===== config.mk =====
export PLATFORM = sky130hd
export DESIGN_NAME = uart_alu_initiator
export DESIGN_NICKNAME = d
export VERILOG_FILES = /design/src/rtl/uart_alu_pkg.sv /design/src/rtl/uart_alu_initiator.sv
export SDC_FILE = /design/constraint.sdc
export NUM_CORES = 1
export LEC_CHECK = 0
export BUFFER_PORTS_ARGS = -buffer_cell sky130_fd_sc_hd__buf_4
export CORE_UTILIZATION = 35
export CTS_CLUSTER_DIAMETER = 200
export DETAILED_ROUTE_END_ITERATION = 12
export HOLD_SLACK_MARGIN = 0.05
export PLACE_DENSITY = 0.64
export SYNTH_ARGS = -nofsm -noshare
export SYNTH_HDL_FRONTEND = slang
export SYNTH_SLANG_ARGS = --single-unit
export TNS_END_PERCENT = 5

===== constraint.sdc =====
create_clock -name clk_i -period 2.5 [get_ports clk_i]
set_input_delay 0.25 -clock clk_i [delete_from_list [all_inputs] [get_ports clk_i]]
set_output_delay 0.25 -clock clk_i [all_outputs]
set_load 0.01 [all_outputs]

===== src/rtl/uart_alu_pkg.sv =====
// Shared definitions for the UART ALU initiator: opcodes, packet lengths,
// FSM states and the request-packet byte selector.
package uart_alu_pkg;

    localparam logic [7:0] OP_ECHO = 8'hEC;
    localparam logic [7:0] OP_ADD  = 8'hAD;
    localparam logic [7:0] OP_MUL  = 8'h88;
    localparam logic [7:0] OP_DIV  = 8'hD1;

    localparam int         REQ_LEN       = 12;
    localparam int         RSP_LEN       = 4;
    localparam logic [7:0] RESERVED_BYTE = 8'h00;

    typedef enum logic [1:0] {
        IDLE     = 2'd0,
        SEND     = 2'd1,
        WAIT_RSP = 2'd2,
        RESP     = 2'd3
    } state_t;

    // Request layout: opcode, reserved, 16-bit length (LE), A (LE), B (LE).
    function automatic logic [7:0] packet_byte(
        input logic [7:0]  opcode,
        input logic [31:0] a,
        input logic [31:0] b,
        input logic [3:0]  idx
    );
        logic [7:0] byte_sel;
        case (idx)
            4'd0:    byte_sel = opcode;
            4'd1:    byte_sel = RESERVED_BYTE;
            4'd2:    byte_sel = 8'(REQ_LEN);
            4'd3:    byte_sel = 8'h00;
            4'd4:    byte_sel = a[7:0];
            4'd5:    byte_sel = a[15:8];
            4'd6:    byte_sel = a[23:16];
            4'd7:    byte_sel = a[31:24];
            4'd8:    byte_sel = b[7:0];
            4'd9:    byte_sel = b[15:8];
            4'd10:   byte_sel = b[23:16];
            4'd11:   byte_sel = b[31:24];
            default: byte_sel = 8'h00;
        endcase
        return byte_sel;
    endfunction

endpackage


===== src/rtl/uart_alu_initiator.sv =====
// Host-side UART ALU initiator: serialises one command into a 12-byte request
// and assembles the 4-byte little-endian response, with an rx-silence timeout.
//
// state    | meaning
// ---------+-------------------------------------------------------------
// IDLE     | ready for a command; stray rx bytes are flushed
// SEND     | streaming request bytes to the UART transmitter
// WAIT_RSP | collecting result bytes, timeout counter running
// RESP     | response held for the consumer; rx backpressured
module uart_alu_initiator
    import uart_alu_pkg::*;
#(
    parameter int unsigned TIMEOUT_CYCLES = 30000000
) (
    input  logic        clk_i,
    input  logic        rst_i,
    input  logic        cmd_valid_i,
    output logic        cmd_ready_o,
    input  logic [7:0]  cmd_opcode_i,
    input  logic [31:0] cmd_a_i,
    input  logic [31:0] cmd_b_i,
    output logic [7:0]  tx_data_o,
    output logic        tx_valid_o,
    input  logic        tx_ready_i,
    input  logic [7:0]  rx_data_i,
    input  logic        rx_valid_i,
    output logic        rx_ready_o,
    output logic        rsp_valid_o,
    input  logic        rsp_ready_i,
    output logic [31:0] rsp_data_o,
    output logic        rsp_timeout_o,
    output logic        busy_o
);

    localparam int               CNT_W    = $clog2(TIMEOUT_CYCLES);
    // Comparing against the pre-increment value lets the abort happen on the
    // same edge the counter would reach TIMEOUT_CYCLES-1.
    localparam logic [CNT_W-1:0] CNT_LAST = CNT_W'(TIMEOUT_CYCLES - 2);
    localparam logic [3:0]       REQ_LAST = 4'(REQ_LEN - 1);
    localparam logic [3:0]       RSP_LAST = 4'(RSP_LEN - 1);

    state_t           state_q;
    logic [3:0]       idx_q;
    logic [CNT_W-1:0] cnt_q;
    logic [7:0]       opcode_q;
    logic [31:0]      a_q;
    logic [31:0]      b_q;
    logic [31:0]      result_q;

    assign rsp_data_o = result_q;

    always_ff @(posedge clk_i) begin
        if (rst_i) begin
            state_q       <= IDLE;
            idx_q         <= '0;
            cnt_q         <= '0;
            opcode_q      <= '0;
            a_q           <= '0;
            b_q           <= '0;
            result_q      <= '0;
            cmd_ready_o   <= 1'b1;
            tx_data_o     <= '0;
            tx_valid_o    <= 1'b0;
            rx_ready_o    <= 1'b1;
            rsp_valid_o   <= 1'b0;
            rsp_timeout_o <= 1'b0;
            busy_o        <= 1'b0;
        end else begin
            case (state_q)
                IDLE: begin
                    if (cmd_valid_i) begin
                        opcode_q    <= cmd_opcode_i;
                        a_q         <= cmd_a_i;
                        b_q         <= cmd_b_i;
                        idx_q       <= '0;
                        tx_data_o   <= packet_byte(cmd_opcode_i, cmd_a_i, cmd_b_i, 4'd0);
                        tx_valid_o  <= 1'b1;
                        cmd_ready_o <= 1'b0;
                        busy_o      <= 1'b1;
                        state_q     <= SEND;
                    end
                end

                SEND: begin
                    if (tx_valid_o && tx_ready_i) begin
                        if (idx_q == REQ_LAST) begin
                            tx_valid_o <= 1'b0;
                            idx_q      <= '0;
                            cnt_q      <= '0;
                            state_q    <= WAIT_RSP;
                        end else begin
                            idx_q     <= idx_q + 4'd1;
                            tx_data_o <= packet_byte(opcode_q, a_q, b_q, idx_q + 4'd1);
                        end
                    end
                end

                WAIT_RSP: begin
                    // A byte arriving on the limit cycle takes priority over the abort.
                    if (rx_valid_i && rx_ready_o) begin
                        result_q[{idx_q[1:0], 3'b000} +: 8] <= rx_data_i;
                        cnt_q <= '0;
                        if (idx_q == RSP_LAST) begin
                            idx_q         <= '0;
                            rsp_valid_o   <= 1'b1;
                            rsp_timeout_o <= 1'b0;
                            rx_ready_o    <= 1'b0;
                            state_q       <= RESP;
                        end else begin
                            idx_q <= idx_q + 4'd1;
                        end
                    end else if (cnt_q == CNT_LAST) begin
                        cnt_q         <= cnt_q + 1'b1;
                        idx_q         <= '0;
                        rsp_valid_o   <= 1'b1;
                        rsp_timeout_o <= 1'b1;
                        rx_ready_o    <= 1'b0;
                        state_q       <= RESP;
                    end else begin
                        cnt_q <= cnt_q + 1'b1;
                    end
                end

                RESP: begin
                    if (rsp_ready_i) begin
                        result_q      <= '0;
                        rsp_valid_o   <= 1'b0;
                        rsp_timeout_o <= 1'b0;
                        rx_ready_o    <= 1'b1;
                        cmd_ready_o   <= 1'b1;
                        busy_o        <= 1'b0;
                        cnt_q         <= '0;
                        state_q       <= IDLE;
                    end
                end

                default: begin
                    state_q <= IDLE;
                end
            endcase
        end
    end

endmodule


==> flow_summary.yaml <==
outcome:
  status: "finished, final reports clean"
routing:
  route.detailed.drc: 0
  wirelength_mm: 20.99
  post_drt_via_cell_ratio: 5.265
  drtIter0Drc: 568
  vias: 6934
  antenna_violating_nets_post_route: 0
  wire_per_inst_um: 15.93
  drtPass1Iterations: 5
critical_path:
  criticalPathCategory: "flop to flop"
  cp.arrival_ps: 2730
  critPathMaxFanout: 11
  worstPathRequired_ps: 2780
  critPathCaptureType: "flop"
  startpoint_type: "flop"
clocking:
  clkTransAtPathRegs_ps: 70
  h-tree-depth: 4
  insertion_delay_ps: 430
  root_buffer: "clkbuf_16"
  cts_buffers: 17
  cts_tree: "built"
  clk_path_buf_depth: 2
  cts_sinks: 149
run:
  max_cap_violations: 0
die:
  num_rows: 51
  pin_count: 132
  die_h_um: 144.5
  die-area_um2: 20880
  die_w_um: 144.5
  initial_core_util_pct: 36.15
  core_area_um2: 19650
logic_synthesis:
  synth_cell_types: 75
  syn_area_per_cell_um2: 7.757
  syn_nets: 1016
  ys_seq_area_share_pct: 41.98
  synth_flop_cell: "dfxtp_1"
  yosys_warnings: 0
  netlist_top_cells_area: "dfxtp_1 (42%), nand2_1 (11%), a21oi_1 (8.7%)"
  syn_inst: 916
  async_flop_share_pct: 0
  synth-edff-count: 0
  synth_top_area_share_pct: 41.98
  yosys.area.top_type: "dfxtp_1"
  syn_area_um2: 7106
  synth-seq-cells: 149
grt:
  grt_use_met2_pct: 30.97
  grt_busiest_layer: "met2"
  grt_pass1_vias: 6255
  grt_use_met3_pct: 4.404
  antenna_found_initial: 0
  grt_max_degree: 74
  grt_usage_pct: 20.58
  grt_pass1_wl_mm: 33.14
  grt-ovfl-total: 0
  grt_use_met1_pct: 28.97
power:
  p_leak_uw: 0.003477
  combPwrFrac_pct: 29.8
  p_sw_share_pct: 33.97
  p_int_uw: 5298
  total_power_uw: 8023
  p_sw_uw: 2725
  p_clk_share_pct: 33.0
  powerDensity_nw_per_um2: 882.3
  peakVddDrop_v: 0.0004292
  seqPwrFrac_pct: 37.3
placed_design:
  io_buffers: 131
  place.gp.congestion: 0.9511
  place_ws_ps: 98.27
  dp.final_hpwl_mm: 15.22
  postPlaceCellArea_um2: 8446
timing:
  worstMarginPinSlew_ps: 626.2
  fin_ws_ps: 51.37
  drv_slew: 0
  fin_skew_ps: 10.26
  rsz0062_at_grt: "yes"
  layout_min_cycle_time_ps: 2449
  hold_viol: 0
  maxSlewHeadroom_pct: 57.97
  setup_violations: 0
  max_clock_freq_mhz: 408.4
  period_share_pct: 97.95
  hold_slack_ps: 62.41
layout:
  layout-drive-gt1-share_pct: 21.29
  final_util_pct: 46.27
  finalNetCount: 1139
  diodes: 0
  fillers: 2006
  area_delta_synth_final_pct: 27.98
  fin_area_um2: 9094
worst_hold_path:
  min_path_type: "input pin to flop"
==> layout make-up <==
class	instances	area (um^2)	area share (%)
Tap cell	265	331.6	3.646
Timing Repair Buffer	163	1249	13.73
Clock buffer	21	480.5	5.283
Sequential cell	149	2984	32.82
Multi-Input combinational cell	687	3835	42.17
Inverter	21	78.83	0.8668
Clock inverter	11	135.1	1.486
==> worst paths after layout <==
path	start	cells past startpoint	slack (ps)	endpoint
setup / recovery	idx_q[1]	9	50	tx_data_o[4]
hold / removal	cmd_a_i[16]	3	60	a_q[16]
hold reg to reg	b_q[6]	2	450	b_q[6]
setup reg to reg	idx_q[1]	9	50	tx_data_o[4]
==> cells by family (layout without fill, tap and decap cells) <==
group                      count (synthesis)  in the layout  synth area share (%)
xor gates and xnor gates                   8              8                0.9861
adders and majority gates                 14             14                 2.465
DFF                                      149            149                 41.98
muxes                                      5              5                0.7396
buffers and inverters                     80            216                 4.438
and+or+nand+nor                          405            405                 26.59
AOI/OAI and AO/OA                        255            255                 22.80
==> stage by stage <==
step                      cells  TNS (ps)
after CTS                  1316         0
final                      1317         0
after global placement     1284         0
after global routing       1317    -149.2
after floorplan             916         0
after detailed placement   1284         0
==> worst max-delay path, stage by stage (launching register included) <==
cell and delay, ps:
dfxtp_1 330, buf_4 170, inv_1 100, ha_1 260, buf_4 200, a22o_1 260
a221oi_1 480, o221ai_1 190, a211oi_1 240, nor4_1 80
==> per-layer routing <==
| layer | part of all wire [%] | wire (um) |
|---|---|---|
| met5 | 0 | 0 |
| met4 | 1.3 | 275 |
| met3 | 5.5 | 1155 |
| met2 | 45 | 9411 |
| met1 | 48 | 10140 |
==> synth_stat cells (8+ instances only) <==
cell type and number:
nand4_1 9, clkbuf_1 44, nor3_1 14, ha_1 14, nor2_1 53, inv_1 21
buf_2 9, a22oi_1 23, nand2_1 213, nor4_1 8, nand3_1 37, a21oi_1 123
o21ai_0 22, dfxtp_1 149, or3_1 15
==> power groups by stage <==
stage / combinational (uW) / sequential (uW) / clock, uW
after floorplan: 1470 / 3000 / 0
after global placement: 2350 / 3030 / 0
after detailed placement: 2360 / 3030 / 0
after CTS: 2380 / 2980 / 2700
after global routing: 2650 / 3030 / 2810
final: 2390 / 2990 / 2640
==> registers in the layout, summed over array words and instances, names as in the netlist <==
signal / cells
busy_o: 1
cmd_ready_o: 1
a_q: 32
rsp_data_o: 32
rsp_timeout_o: 1
cnt_q: 25
idx_q: 4
tx_data_o: 8
b_q: 32
tx_valid_o: 1
rsp_valid_o: 1
opcode_q: 8
rx_ready_o: 1
state_q: 2
==> placed cells by master, fill, tap and decap left out, types with 4 or more instances in the layout <==
master     count
inv_6          5
and2_1         4
nand2_1      212
clkbuf_8       4
dfxtp_1      148
o21ai_1        5
a22o_1         4
nand3_1       37
xnor2_1        5
buf_4        161
o21ai_0       22
a22oi_1       21
a31oi_1        7
o211ai_1       4
a211oi_1       5
ha_1          14
nand4_1        9
nor3_1        14
nor2_1        53
nor4_1         8
o21a_1         4
and3_1         7
nor2b_1        6
nand2b_1       7
inv_1         21
o211a_1        4
a221oi_1       4
and4_1         6
or3_1         15
clkbuf_16     17
a21oi_1      123
==> what timing repair did <==
action                     4_1_cts  5_1_grt
buffers inserted                 0        1
resized for setup                0        6
hold endpoints to repair         0        0
hold buffers                     0        0
setup endpoints to repair        0        6
(Power assumes the default switching activity.)
